File: src/rtl/kei_i2c_pkg.sv
// rtl/kei_i2c_pkg.sv - shared types and constants for the I2C bus decoder
package kei_i2c_pkg;

  // Decoder FSM states: idle bus, inside a frame, one-cycle recovery after a broken STOP
  typedef enum logic [1:0] {
    IDLE = 2'd0,
    BIT  = 2'd1,
    HOLD = 2'd2
  } i2c_state_e;

  // Eight data bits plus the acknowledge bit
  localparam int unsigned I2C_SLOT_BITS = 9;

  typedef logic [7:0] i2c_byte_t;

endpackage

File: src/rtl/kei_i2c_line_filter.sv
// rtl/kei_i2c_line_filter.sv - synchroniser, deglitch filter and edge flags for one bus line
module kei_i2c_line_filter #(
  parameter int SYNC_STAGES = 2,
  parameter int FILT_LEN    = 3
) (
  input  logic clk,
  input  logic rst_n,
  input  logic raw,
  output logic filt,
  output logic rise,
  output logic fall
);

  localparam int CNT_W = $clog2(FILT_LEN + 1);

  logic [SYNC_STAGES-1:0] sync_q;
  logic [CNT_W-1:0]       cnt_q;
  logic                   filt_q;
  logic                   prev_q;
  logic                   sync_out;

  assign sync_out = sync_q[SYNC_STAGES-1];

  // Synchroniser chain; resets to the released (high) bus level
  always_ff @(posedge clk or negedge rst_n) begin
    if (!rst_n) begin
      sync_q <= '1;
    end else begin
      sync_q <= {sync_q[SYNC_STAGES-2:0], raw};
    end
  end

  // Deglitch: the filtered level only follows after FILT_LEN consecutive differing samples
  always_ff @(posedge clk or negedge rst_n) begin
    if (!rst_n) begin
      cnt_q  <= '0;
      filt_q <= 1'b1;
    end else if (sync_out == filt_q) begin
      cnt_q <= '0;
    end else if (cnt_q == CNT_W'(FILT_LEN - 1)) begin
      cnt_q  <= '0;
      filt_q <= sync_out;
    end else begin
      cnt_q <= cnt_q + 1'b1;
    end
  end

  // Previous filtered level for edge detection
  always_ff @(posedge clk or negedge rst_n) begin
    if (!rst_n) begin
      prev_q <= 1'b1;
    end else begin
      prev_q <= filt_q;
    end
  end

  assign filt = filt_q;
  assign rise = filt_q & ~prev_q;
  assign fall = ~filt_q & prev_q;

endmodule

File: src/rtl/kei_i2c_bus_decoder.sv
// rtl/kei_i2c_bus_decoder.sv - passive I2C bus observer: conditions, bytes and ACKs
module kei_i2c_bus_decoder
  import kei_i2c_pkg::*;
#(
  parameter int SYNC_STAGES = 2,
  parameter int FILT_LEN    = 3
) (
  input  logic       CLK,
  input  logic       RST,
  input  logic       SCL_I,
  input  logic       SDA_I,
  output logic       bus_busy,
  output logic       start_pulse,
  output logic       rstart_pulse,
  output logic       stop_pulse,
  output logic       byte_valid,
  output logic [7:0] byte_data,
  output logic       byte_ack,
  output logic       byte_is_addr,
  output logic       rw,
  output logic       frame_err
);

  localparam logic [3:0] LAST_BIT = 4'(I2C_SLOT_BITS - 1);
  localparam int         SETTLE   = SYNC_STAGES + FILT_LEN + 1;

  logic scl_raw, sda_raw;
  logic scl_f, scl_rise, scl_fall;
  logic sda_f, sda_rise, sda_fall;
  logic scl_steady_high, start_cond, stop_cond, partial;

  i2c_state_e state_q, state_d;
  logic [3:0] bit_cnt_q, bit_cnt_d;
  logic [3:0] cnt_before_q, cnt_before_d;
  logic       rise_seen_q, rise_seen_d;
  i2c_byte_t  shreg_q, shreg_d, byte_data_d;
  logic       addr_flag_q, addr_flag_d;
  logic [4:0] settle_q;
  logic       settle_done, armed_q;
  logic       bus_busy_d, start_pulse_d, rstart_pulse_d, stop_pulse_d;
  logic       byte_valid_d, byte_ack_d, byte_is_addr_d, rw_d, frame_err_d;

  // Floating or unknown bus levels read as the pulled-up high
  assign scl_raw = (SCL_I !== 1'b0);
  assign sda_raw = (SDA_I !== 1'b0);

  kei_i2c_line_filter #(.SYNC_STAGES(SYNC_STAGES), .FILT_LEN(FILT_LEN)) u_scl_filter (
    .clk   (CLK),
    .rst_n (RST),
    .raw   (scl_raw),
    .filt  (scl_f),
    .rise  (scl_rise),
    .fall  (scl_fall)
  );

  kei_i2c_line_filter #(.SYNC_STAGES(SYNC_STAGES), .FILT_LEN(FILT_LEN)) u_sda_filter (
    .clk   (CLK),
    .rst_n (RST),
    .raw   (sda_raw),
    .filt  (sda_f),
    .rise  (sda_rise),
    .fall  (sda_fall)
  );

  // A condition needs SCL high now and last cycle; a simultaneous SCL edge wins
  assign scl_steady_high = scl_f & ~scl_rise & ~scl_fall;
  assign start_cond      = armed_q & sda_fall & scl_steady_high;
  assign stop_cond       = sda_rise & scl_steady_high;

  // START/STOP always arrive during an SCL high phase whose rising edge already bumped
  // bit_cnt; judge the frame by the bits completed before that phase began
  assign partial = rise_seen_q ? (cnt_before_q != 4'd0) : (bit_cnt_q != 4'd0);

  // Arm START detection only once the filters carry real bus levels and the bus looks idle
  always_ff @(posedge CLK or negedge RST) begin
    if (!RST) begin
      settle_q <= '0;
      armed_q  <= 1'b0;
    end else begin
      if (!settle_done) settle_q <= settle_q + 5'd1;
      if (settle_done && scl_f && sda_f) armed_q <= 1'b1;
    end
  end

  assign settle_done = (settle_q == 5'(SETTLE));

  // FSM state register
  always_ff @(posedge CLK or negedge RST) begin
    if (!RST) state_q <= IDLE;
    else      state_q <= state_d;
  end

  // FSM next-state logic
  always_comb begin
    state_d = state_q;
    case (state_q)
      IDLE:    if (start_cond) state_d = BIT;
      BIT:     if (!start_cond && stop_cond) state_d = partial ? HOLD : IDLE;
      HOLD:    state_d = IDLE;
      default: state_d = IDLE;
    endcase
  end

  // FSM output and datapath next values
  always_comb begin
    bus_busy_d     = bus_busy;
    start_pulse_d  = 1'b0;
    rstart_pulse_d = 1'b0;
    stop_pulse_d   = 1'b0;
    byte_valid_d   = 1'b0;
    frame_err_d    = 1'b0;
    byte_data_d    = byte_data;
    byte_ack_d     = byte_ack;
    byte_is_addr_d = byte_is_addr;
    rw_d           = rw;
    bit_cnt_d      = bit_cnt_q;
    cnt_before_d   = cnt_before_q;
    rise_seen_d    = rise_seen_q;
    shreg_d        = shreg_q;
    addr_flag_d    = addr_flag_q;
    case (state_q)
      IDLE: begin
        if (start_cond) begin
          start_pulse_d = 1'b1;
          bus_busy_d    = 1'b1;
          bit_cnt_d     = 4'd0;
          addr_flag_d   = 1'b1;
          rise_seen_d   = 1'b0;
        end else if (stop_cond) begin
          stop_pulse_d = 1'b1;
        end
      end
      BIT: begin
        if (start_cond) begin
          rstart_pulse_d = 1'b1;
          frame_err_d    = partial;
          bit_cnt_d      = 4'd0;
          addr_flag_d    = 1'b1;
          rise_seen_d    = 1'b0;
        end else if (stop_cond) begin
          stop_pulse_d = 1'b1;
          frame_err_d  = partial;
          bus_busy_d   = 1'b0;
          bit_cnt_d    = 4'd0;
          addr_flag_d  = 1'b0;
          rise_seen_d  = 1'b0;
        end else if (scl_rise) begin
          rise_seen_d  = 1'b1;
          cnt_before_d = bit_cnt_q;
          if (bit_cnt_q == LAST_BIT) begin
            byte_valid_d   = 1'b1;
            byte_data_d    = shreg_q;
            byte_ack_d     = sda_f;
            byte_is_addr_d = addr_flag_q;
            if (addr_flag_q) rw_d = shreg_q[0];
            addr_flag_d    = 1'b0;
            bit_cnt_d      = 4'd0;
          end else begin
            shreg_d   = {shreg_q[6:0], sda_f};
            bit_cnt_d = bit_cnt_q + 4'd1;
          end
        end else if (scl_fall) begin
          rise_seen_d = 1'b0;
        end
      end
      default: ;
    endcase
  end

  // Registered outputs and datapath state
  always_ff @(posedge CLK or negedge RST) begin
    if (!RST) begin
      bus_busy     <= 1'b0;
      start_pulse  <= 1'b0;
      rstart_pulse <= 1'b0;
      stop_pulse   <= 1'b0;
      byte_valid   <= 1'b0;
      frame_err    <= 1'b0;
      byte_data    <= 8'h00;
      byte_ack     <= 1'b0;
      byte_is_addr <= 1'b0;
      rw           <= 1'b0;
      bit_cnt_q    <= 4'd0;
      cnt_before_q <= 4'd0;
      rise_seen_q  <= 1'b0;
      shreg_q      <= 8'h00;
      addr_flag_q  <= 1'b0;
    end else begin
      bus_busy     <= bus_busy_d;
      start_pulse  <= start_pulse_d;
      rstart_pulse <= rstart_pulse_d;
      stop_pulse   <= stop_pulse_d;
      byte_valid   <= byte_valid_d;
      frame_err    <= frame_err_d;
      byte_data    <= byte_data_d;
      byte_ack     <= byte_ack_d;
      byte_is_addr <= byte_is_addr_d;
      rw           <= rw_d;
      bit_cnt_q    <= bit_cnt_d;
      cnt_before_q <= cnt_before_d;
      rise_seen_q  <= rise_seen_d;
      shreg_q      <= shreg_d;
      addr_flag_q  <= addr_flag_d;
    end
  end

endmodule

File: config.mk
export PLATFORM = sky130hd
export DESIGN_NAME = kei_i2c_bus_decoder
export DESIGN_NICKNAME = d
export VERILOG_FILES = /design/src/rtl/kei_i2c_pkg.sv /design/src/rtl/kei_i2c_line_filter.sv /design/src/rtl/kei_i2c_bus_decoder.sv
export SDC_FILE = /design/constraint.sdc
export NUM_CORES = 1
export LEC_CHECK = 0
export BUFFER_PORTS_ARGS = -buffer_cell sky130_fd_sc_hd__buf_2
export CORE_ASPECT_RATIO = 1.75
export CORE_MARGIN = 4
export CORE_UTILIZATION = 60
export CTS_CLUSTER_DIAMETER = 80
export DETAILED_ROUTE_END_ITERATION = 10
export PLACE_DENSITY = 0.8
export SLEW_MARGIN = 20
export SYNTH_ARGS = -nofsm -noshare
export SYNTH_HDL_FRONTEND = slang
export SYNTH_HIERARCHICAL = 1
export SYNTH_SLANG_ARGS = --single-unit
File: constraint.sdc
create_clock -name CLK -period 3.65 [get_ports CLK]
set_clock_uncertainty 0.2 [all_clocks]
set_input_delay 0.1825 -clock CLK [delete_from_list [all_inputs] [get_ports CLK]]
set_output_delay 0.1825 -clock CLK [all_outputs]
set_load 0.01 [all_outputs]
Word-level counts from Yosys, hierarchy flattened
Index checks and enable logic that the tools add are counted. Widths: inputs -> output; s select.

Register bits: 55. Bits of input ports: 4. Output and inout port bits: 17. Logic and storage cells: 130.

Add/subtract/negate cells: 4. Equal/unequal tests: 16. Muxes and demuxes: 44. Bitwise operators: 20. Reductions and logical operators: 20.

Operators with widths (count): $mux 1 (27); $mux 4 (5); $mux 2 (7); $reduce_and 4->1 (3); $not 1->1 (11); $reduce_and 5->1 (2); $and 1x1->1 (9); $ne 2x2->1 const B (4); $ne 4x4->1 const B (2); $pmux 4 s2 (1); $reduce_bool 4->1 (2); $pmux 1 s2 (3); $reduce_and 2->1 (3); $reduce_and 3->1 (2); $reduce_and 6->1 (1); $add 5x1->5 const B (1); $eq 5x3->1 const B (1); $ne 5x5->1 const B (1); $add 2x1->2 const B (2); $add 4x1->4 const B (1); $eq 2x2->1 const B (2); $eq 4x4->1 const B (1); $pmux 2 s2 (1); $logic_and 1x1->1 (3); 7 further kinds (9).

Logic depth before layout (Yosys ltp)
Gate-level depths: netlist of run 1.

Depth in word-level cells: 10. Gate-level depth with buffers: 7. Depth with buffers taken out: 7.

By module
The synthesis of run 1 kept the hierarchy.

By module, submodules not included: kei_i2c_bus_decoder (times used 1, cells an instance 162, area each 1828.0 um2, sequential area each 1076.0 um2); kei_i2c_line_filter (u_sda_filter) (times used 1, cells an instance 13, area each 224.0 um2, sequential area each 155.1 um2); kei_i2c_line_filter (u_scl_filter) (times used 1, cells an instance 13, area each 215.2 um2, sequential area each 155.1 um2).

Least setup slack after synthesis of run 1
No wires, ideal clock.

Kind: reg-to-reg. From: register u_scl_filter.filt_q (netlist: u_scl_filter/filt). To: register byte_ack. Library setup time: 0.125 ns. Arrival: 1.695 ns. Required time: 3.325 ns. Slack: 1.630 ns. Stages on the path, launching flop included: 6. Buffers on the path: 1. Clock period less this slack: 2.020 ns. Path through: dfstp_2 > nor2b_1 > nand2_2 > nor2_4 > buf_6 > mux2_2.

Word-level cells in the longest chain between the ends: 7. Elaborated cells on any way between the ends: 12. Classes of those cells: bitwise: 11; reduce/logical: 1.

Ends and longest elaborated chain: from (decl) (line kei_i2c_line_filter.sv:18) `logic filt_q;`; from (signal assigned) (line kei_i2c_line_filter.sv:42) `filt_q <= sync_out;`; $and 1x1->1 (*) (line kei_i2c_line_filter.sv:58) `assign rise = filt_q & ~prev_q;`; via scl_rise (line kei_i2c_bus_decoder.sv:28) `logic scl_f, scl_rise, scl_fall;`; $not 1->1 (line kei_i2c_bus_decoder.sv:66) `assign scl_steady_high = scl_f & ~scl_rise & ~scl_fall;`; $and 1x1->1 (2 in a row) (line kei_i2c_bus_decoder.sv:66); $and 1x1->1 (on tied branches) (line kei_i2c_bus_decoder.sv:68, kei_i2c_bus_decoder.sv:67); $not 1->1 (no source line); $reduce_and 5->1 (no source line) (*); to (signal assigned) (line kei_i2c_bus_decoder.sv:196) `byte_ack <= byte_ack_d;`; to (decl) (line kei_i2c_bus_decoder.sv:18) `output logic byte_ack,`.

The timed path passes the listed nets; every way through them passes the cells marked *. A chain may end at the register's enable or synchronous reset.

Worst setup path in the final report of run 1
From: register u_scl_filter.filt_q (netlist: u_scl_filter/filt). To: register rw.

Word-level cells in the longest chain between the ends: 7. Elaborated cells on any way between the ends: 12. Classes of those cells: bitwise: 11; reduce/logical: 1.

Ends and longest elaborated chain: $and 1x1->1 (*) (line kei_i2c_line_filter.sv:58); via scl_rise (line kei_i2c_bus_decoder.sv:28); $not 1->1 (line kei_i2c_bus_decoder.sv:66); $and 1x1->1 (2 in a row) (line kei_i2c_bus_decoder.sv:66); $and 1x1->1 (on tied branches) (line kei_i2c_bus_decoder.sv:68, kei_i2c_bus_decoder.sv:67); $not 1->1 (no source line); $reduce_and 6->1 (no source line) (*); to (signal assigned) (line kei_i2c_bus_decoder.sv:198) `rw <= rw_d;`; to (decl) (line kei_i2c_bus_decoder.sv:20) `output logic rw,`.

Marks and branches as above.

==> results of run 1 <==
[metrics by stage]
step                total power, mW  setup WS [ns]
CTS                            1.65           1.32
floorplan                      1.20           1.63
global placement               1.29           1.44
detailed placement             1.32           1.32
finish                         1.64           1.31
global route                   1.74           1.15
[worst max path at each step]
stage / end / slack (ns) / from / depth (start not counted)
after floorplan: byte_ack / 1.63 / u_scl_filter/filt / 5
after detailed placement: rw / 1.32 / u_scl_filter/filt / 5
after CTS: rw / 1.32 / u_scl_filter/filt / 5
after global routing: rw / 1.15 / u_scl_filter/filt / 5
final: rw / 1.31 / u_scl_filter/filt / 5
after global placement: rw / 1.44 / u_scl_filter/filt / 5
[placed cells by master (no fill, tap or decap), drive strengths merged, types with 2 or more instances in the layout]
cell	n
buf	21
and2b	2
nand2	34
xnor2	6
nor3b	4
nor2	6
dfstp	8
o21ai	12
and2	2
nor3	4
inv	6
a211oi	2
mux2	14
a21oi	7
nand2b	3
nand3	5
dlygate4sd3	3
dfrtp	47
ha	4
clkbuf	7
o21a	2
nor2b	6
[metal layers]
metal	share of wire, %	vias to the layer above	GRT usage (%)
met3	3.4	9	5.68
met2	55	23	33.0
met4	2.4	0	10.9
met5	0	-	0
li1	-	680	-
met1	39	721	22.1
[Yosys cell counts (4+ instances only)]
cell type / n
a21oi_1: 6
nand2_1: 33
nor2_1: 5
xnor2_1: 6
dfstp_2: 8
mux2_2: 12
dfrtp_1: 47
nor3_1: 4
nand3_1: 5
o21ai_0: 12
ha_1: 4
inv_1: 6
nor2b_1: 5
[flip-flops by register name, indices dropped and copies added, names as in the netlist, 2 cells and up]
register             count
bit_cnt_q                4
byte_data                8
cnt_before_q             4
settle_q                 5
shreg_q                  8
state_q                  2
u_scl_filter/cnt_q       2
u_scl_filter/sync_q      2
u_sda_filter/cnt_q       2
u_sda_filter/sync_q      2
[report_power, final]
group          switching, mW  internal [mW]
logic                  0.246          0.191
registers              0.125          0.755
clock network          0.183          0.135
total                  0.554           1.08
[cell families (layout without fill, tap and decap cells)]
kind of cell	after synthesis	after routing
and+or+nand+nor	71	71
DFF	55	55
AOI/OAI and AO/OA	26	26
muxes	15	15
buffers and inverters	10	38
xor gates and xnor gates	7	7
adders and majority gates	4	4
[final cells by class]
class,count,area [um2]
inverter,6,22.5
clock inverter,1,5.00
timing repair buffer,24,138
multi-input combinational,123,831
sequential,55,1390
fill,273,1110
clock buffer,7,76.3
tap,46,57.6
[worst register-to-register path, stage by stage (launching register included)]
cell,delay [ns]
dfstp_2,0.60
nor2b_1,0.43
nand2_2,0.24
nor2_4,0.36
nand2_1,0.13
mux2_2,0.28
[repair_timing]
action | 4_1_cts | 5_1_grt
setup buffers | 0 | 0
setup endpoints to repair | 0 | 0
hold buffers | 3 | 0
hold endpoints to repair | 19 | 0
==> impl_metrics.json, run 1 <==
{
  "io_buffers": 20,
  "drtIter0Drc": 30,
  "synth_cell_type_count": 40,
  "period_share_pct": 64.2,
  "synth-edff-count": 0,
  "p_leak_nw": 1.24,
  "max_slew_margin_pct": 53.2,
  "holdPathStages": 0,
  "cpPeakStageDelay_ns": 0.60,
  "crit_buf_inv": 0,
  "yosysTopAreaCellShare_pct": 51.9,
  "drive_gt1_share_pct": 27.8,
  "cpLargestDelayFamily": "simple AND/OR/NAND/NOR gates",
  "cts_buffers": 5,
  "die_h_um": 89.3,
  "cts_tree": "yes",
  "holdWs_ns": 0.160,
  "core.rowCount": 29,
  "worst_pin_slew_ns": 0.692,
  "synth_top_family_by_area": "simple AND/OR/NAND/NOR gates",
  "status": "complete, no violations",
  "grt_pass1_vias": 1465,
  "grt.overflow.total": 0,
  "clkTransAtPathRegs_ns": 0.09,
  "setup_violations": 0,
  "grt_pass1_wl_um": 6810,
  "avgViaCountPerCell": 5.47,
  "design.die.area_mm2": 0.00486,
  "power.density_mw_per_mm2": 650,
  "initial_core_util_pct": 62.5,
  "synth_mux_area_share_pct": 7.73,
  "cts_buffer_depth": 2,
  "clock.fmax_ghz": 0.426,
  "critPathKind": "reg -> reg",
  "dp.cells": 251,
  "final_util_pct": 69.3,
  "synthArstFlopShare_pct": 100,
  "core_mm2": 0.00363,
  "ctsResizeCount": 0,
  "synth-compound-area-share_pct": 6.90,
  "syn_area_mm2": 0.00227,
  "clock_latency_ns": 0.31,
  "cts_sinks": 55,
  "wire_per_inst_um": 15.3,
  "track_usage_pct": 19.8,
  "cp-end-kind": "flip-flop",
  "hp-start": "u_scl_filter/sync_q[0]",
  "synthAdderAreaFrac_pct": 2.21,
  "antenna_found_initial": 0,
  "hold_violations": 0,
  "drc": 0,
  "areaGrowthSynthToFinish_pct": 11.0,
  "period_minus_slack_ns": 2.34,
  "maxSlewViolCount": 0,
  "dieWidth_um": 54.5,
  "reg2reg_slack_ns": 1.31,
  "ant_nets": 0,
  "rr_startpoint": "u_scl_filter/filt",
  "fin_area_mm2": 0.00252,
  "synth.area.top_cells": "dfrtp_1, dfstp_2, mux2_2",
  "start_kind": "flip-flop",
  "postPlaceCellArea_mm2": 0.00240,
  "syn_area_per_cell_um2": 12.1,
  "worstPathArrival_ns": 2.35,
  "gp_congestion": 0.827,
  "drt_pre_antenna_iters": 4,
  "cap_violations": 0,
  "synth_nets": 196,
  "htreeDepth": 2,
  "dominantRegCellSynth": "dfrtp_1",
  "peakVddDrop_mv": 0.538,
  "yosys.area_share.simple_pct": 16.8,
  "finish.net_count": 223,
  "num_vias": 1433,
  "hpwl_um": 2930,
  "seq_area_frac_synth_pct": 61.1,
  "cp.required_ns": 3.65,
  "reg2reg_to": "rw",
  "root_buffer": "clkbuf_8",
  "io_pins": 21,
  "synth_seq_cells": 55,
  "netlist_instances": 188,
  "crit_path_max_fanout": 12,
  "slowest_stage": "dfstp_2",
  "yosysWarnings": 6,
  "yosysTopAreaCell": "dfrtp_1",
  "fin_cells": 262,
  "routed_wl_um": 4010,
  "path_cells": "nor2b_1, nand2_2, nor2_4, nand2_1, mux2_2",
  "fin_setup_tns_ns": 0,
  "whs_endpoint": "u_scl_filter/sync_q[1]",
  "rr_worst_depth": 5,
  "grt_setup_unrepaired": "no",
  "num_antenna_cells": 0,
  "synth-xor-area-share_pct": 2.70,
  "hp-class": "reg -> reg",
  "grt_start_max_net_pins": 31
}
Power figures use the tool's default switching activity.
==> run 2: changes to the inputs <==
--- a/config.mk
+++ b/config.mk
@@ -8,10 +8,10 @@
 export BUFFER_PORTS_ARGS = -buffer_cell sky130_fd_sc_hd__buf_2
 export CORE_ASPECT_RATIO = 1.75
 export CORE_MARGIN = 4
-export CORE_UTILIZATION = 60
+export CORE_UTILIZATION = 58
 export CTS_CLUSTER_DIAMETER = 80
 export DETAILED_ROUTE_END_ITERATION = 10
-export PLACE_DENSITY = 0.8
+export PLACE_DENSITY = 0.78
 export SLEW_MARGIN = 20
 export SYNTH_ARGS = -nofsm -noshare
 export SYNTH_HDL_FRONTEND = slang
==> constraint.sdc (replaced) <==
create_clock -name CLK -period 2.5 [get_ports CLK]
set_clock_uncertainty 0.2 [all_clocks]
set_input_delay 0.125 -clock CLK [delete_from_list [all_inputs] [get_ports CLK]]
set_output_delay 0.125 -clock CLK [all_outputs]
set_load 0.01 [all_outputs]
==> impl_metrics.json, run 2 (synthesized netlist as in run 1, its figures left out) <==
{
  "endpoint": "bit_cnt_q[2]",
  "clock_latency_ns": 0.30,
  "track_usage_pct": 16.6,
  "drc": 0,
  "drtIter0Drc": 39,
  "cts_hold_buffers": 3,
  "fin_area_mm2": 0.00252,
  "core_mm2": 0.00370,
  "rr_worst_depth": 7,
  "num_antenna_cells": 0,
  "slowest_stage": "dfstp_2",
  "cp.required_ns": 2.49,
  "pre_cts_ws_ns": 0.355,
  "cpPeakStageDelay_ns": 0.54,
  "core.rowCount": 29,
  "peakVddDrop_mv": 0.615,
  "design.die.area_mm2": 0.00501,
  "worst_slack_ns": 0.245,
  "most-common-layout-cells": "dfrtp_1, nand2_1, buf_2",
  "dieWidth_um": 55.3,
  "holdWs_ns": 0.0625,
  "grt_start_max_net_pins": 39,
  "cap_violations": 0,
  "grt_pass1_wl_um": 6620,
  "path_cells": "nor2b_1, buf_4, nor3b_2, nand2_1, a21oi_1, o21a_1, a21oi_1",
  "max_slew_margin_pct": 70.6,
  "ctsResizeCount": 0,
  "clkTransAtPathRegs_ns": 0.09,
  "hp-class": "in -> async",
  "areaGrowthSynthToFinish_pct": 11.4,
  "grt_setup_unrepaired": "no",
  "initial_core_util_pct": 61.3,
  "cpLargestDelayFamily": "compound AO/OA/AOI/OAI gates",
  "hold_violations": 0,
  "layout_commonest_cell": "dfrtp_1",
  "cts_sinks": 55,
  "postPlaceCellArea_mm2": 0.00241,
  "crit_path_max_fanout": 11,
  "cts_tree": "yes",
  "root_buffer": "clkbuf_8",
  "clock.fmax_ghz": 0.444,
  "io_pins": 21,
  "grt_pass1_vias": 1490,
  "period_minus_slack_ns": 2.25,
  "ant_nets": 0,
  "status": "complete, no violations",
  "setup_violations": 0,
  "finish.net_count": 225,
  "worstPathArrival_ns": 2.24,
  "wire_per_inst_um": 14.2,
  "cp-end-kind": "flip-flop",
  "drive_gt1_share_pct": 28.0,
  "cts_buffers": 5,
  "grt.overflow.total": 0,
  "cp_num_cells": 7,
  "rr_startpoint": "u_scl_filter/prev_q",
  "final_util_pct": 68.2,
  "crit_path_frequent_cell": "a21oi_1",
  "worst_pin_slew_ns": 0.441,
  "antenna_found_initial": 0,
  "power.density_mw_per_mm2": 944,
  "hpwl_um": 2760,
  "avgViaCountPerCell": 5.44,
  "period_share_pct": 90.2,
  "num_vias": 1436,
  "die_h_um": 90.7,
  "cts_buffer_depth": 2,
  "crit_buf_inv": 1,
  "p_leak_nw": 1.25,
  "fin_setup_tns_ns": 0,
  "io_buffers": 20,
  "post_cts_buffers": 0,
  "maxSlewViolCount": 0,
  "reg2reg_slack_ns": 0.25,
  "routed_wl_um": 3750,
  "start_kind": "flip-flop",
  "reg_top3": "byte_data: 8 flops, shreg_q: 8 flops, settle_q: 5 flops",
  "gp_congestion": 0.795,
  "htreeDepth": 2,
  "startpoint": "u_scl_filter/prev_q",
  "drt_pre_antenna_iters": 4,
  "reg2reg_to": "bit_cnt_q[2]",
  "critPathKind": "reg -> reg"
}
## run 2: changes by cell type in the layout (fill, tap and decap cells not counted), sizes merged
| cell | before | now |
|---|---|---|
| buf | 21 | 23 |
## run 2: metrics by stage
stage,total power [mW],instances
after floorplan,1.76,188
after global placement,1.89,253
after detailed placement,1.93,253
after CTS,2.40,264
after global routing,2.55,264
final,2.38,264
## run 2: worst min-delay path by stage
stage,slack [ns],depth (start not counted),from,endpoint
CTS,0.07,2,RST,u_scl_filter/cnt_q[1]
detailed placement,-0.14,1,RST,u_scl_filter/cnt_q[1]
floorplan,-0.37,0,RST,addr_flag_q
global route,0.10,2,RST,u_scl_filter/cnt_q[1]
global placement,-0.14,1,RST,u_scl_filter/cnt_q[0]
finish,0.06,2,RST,stop_pulse
## run 2: per-layer routing
layer	vias up	GRT usage, %	routed length [um]	share of wire, %
met1	703	18.5	1420	38
li1	687	-	-	-
met3	8	4.43	163	4.4
met4	0	7.91	85	2.3
met5	-	0	0	0
met2	38	28.9	2080	55
## run 2: area by class of cell
cell class | count | area (um2)
flip-flops and latches | 55 | 1390
fillers | 313 | 1180
multi-input cells | 123 | 825
repair buffers | 26 | 153
clock buffers | 7 | 76.3
well taps | 46 | 57.6
inverters | 6 | 22.5
clock inverters | 1 | 5.00
## run 2: report_power, final
| part | switching, mW | internal, mW |
|---|---|---|
| clock | 0.261 | 0.197 |
| sequential | 0.180 | 1.10 |
| combinational | 0.354 | 0.289 |
| total | 0.794 | 1.59 |
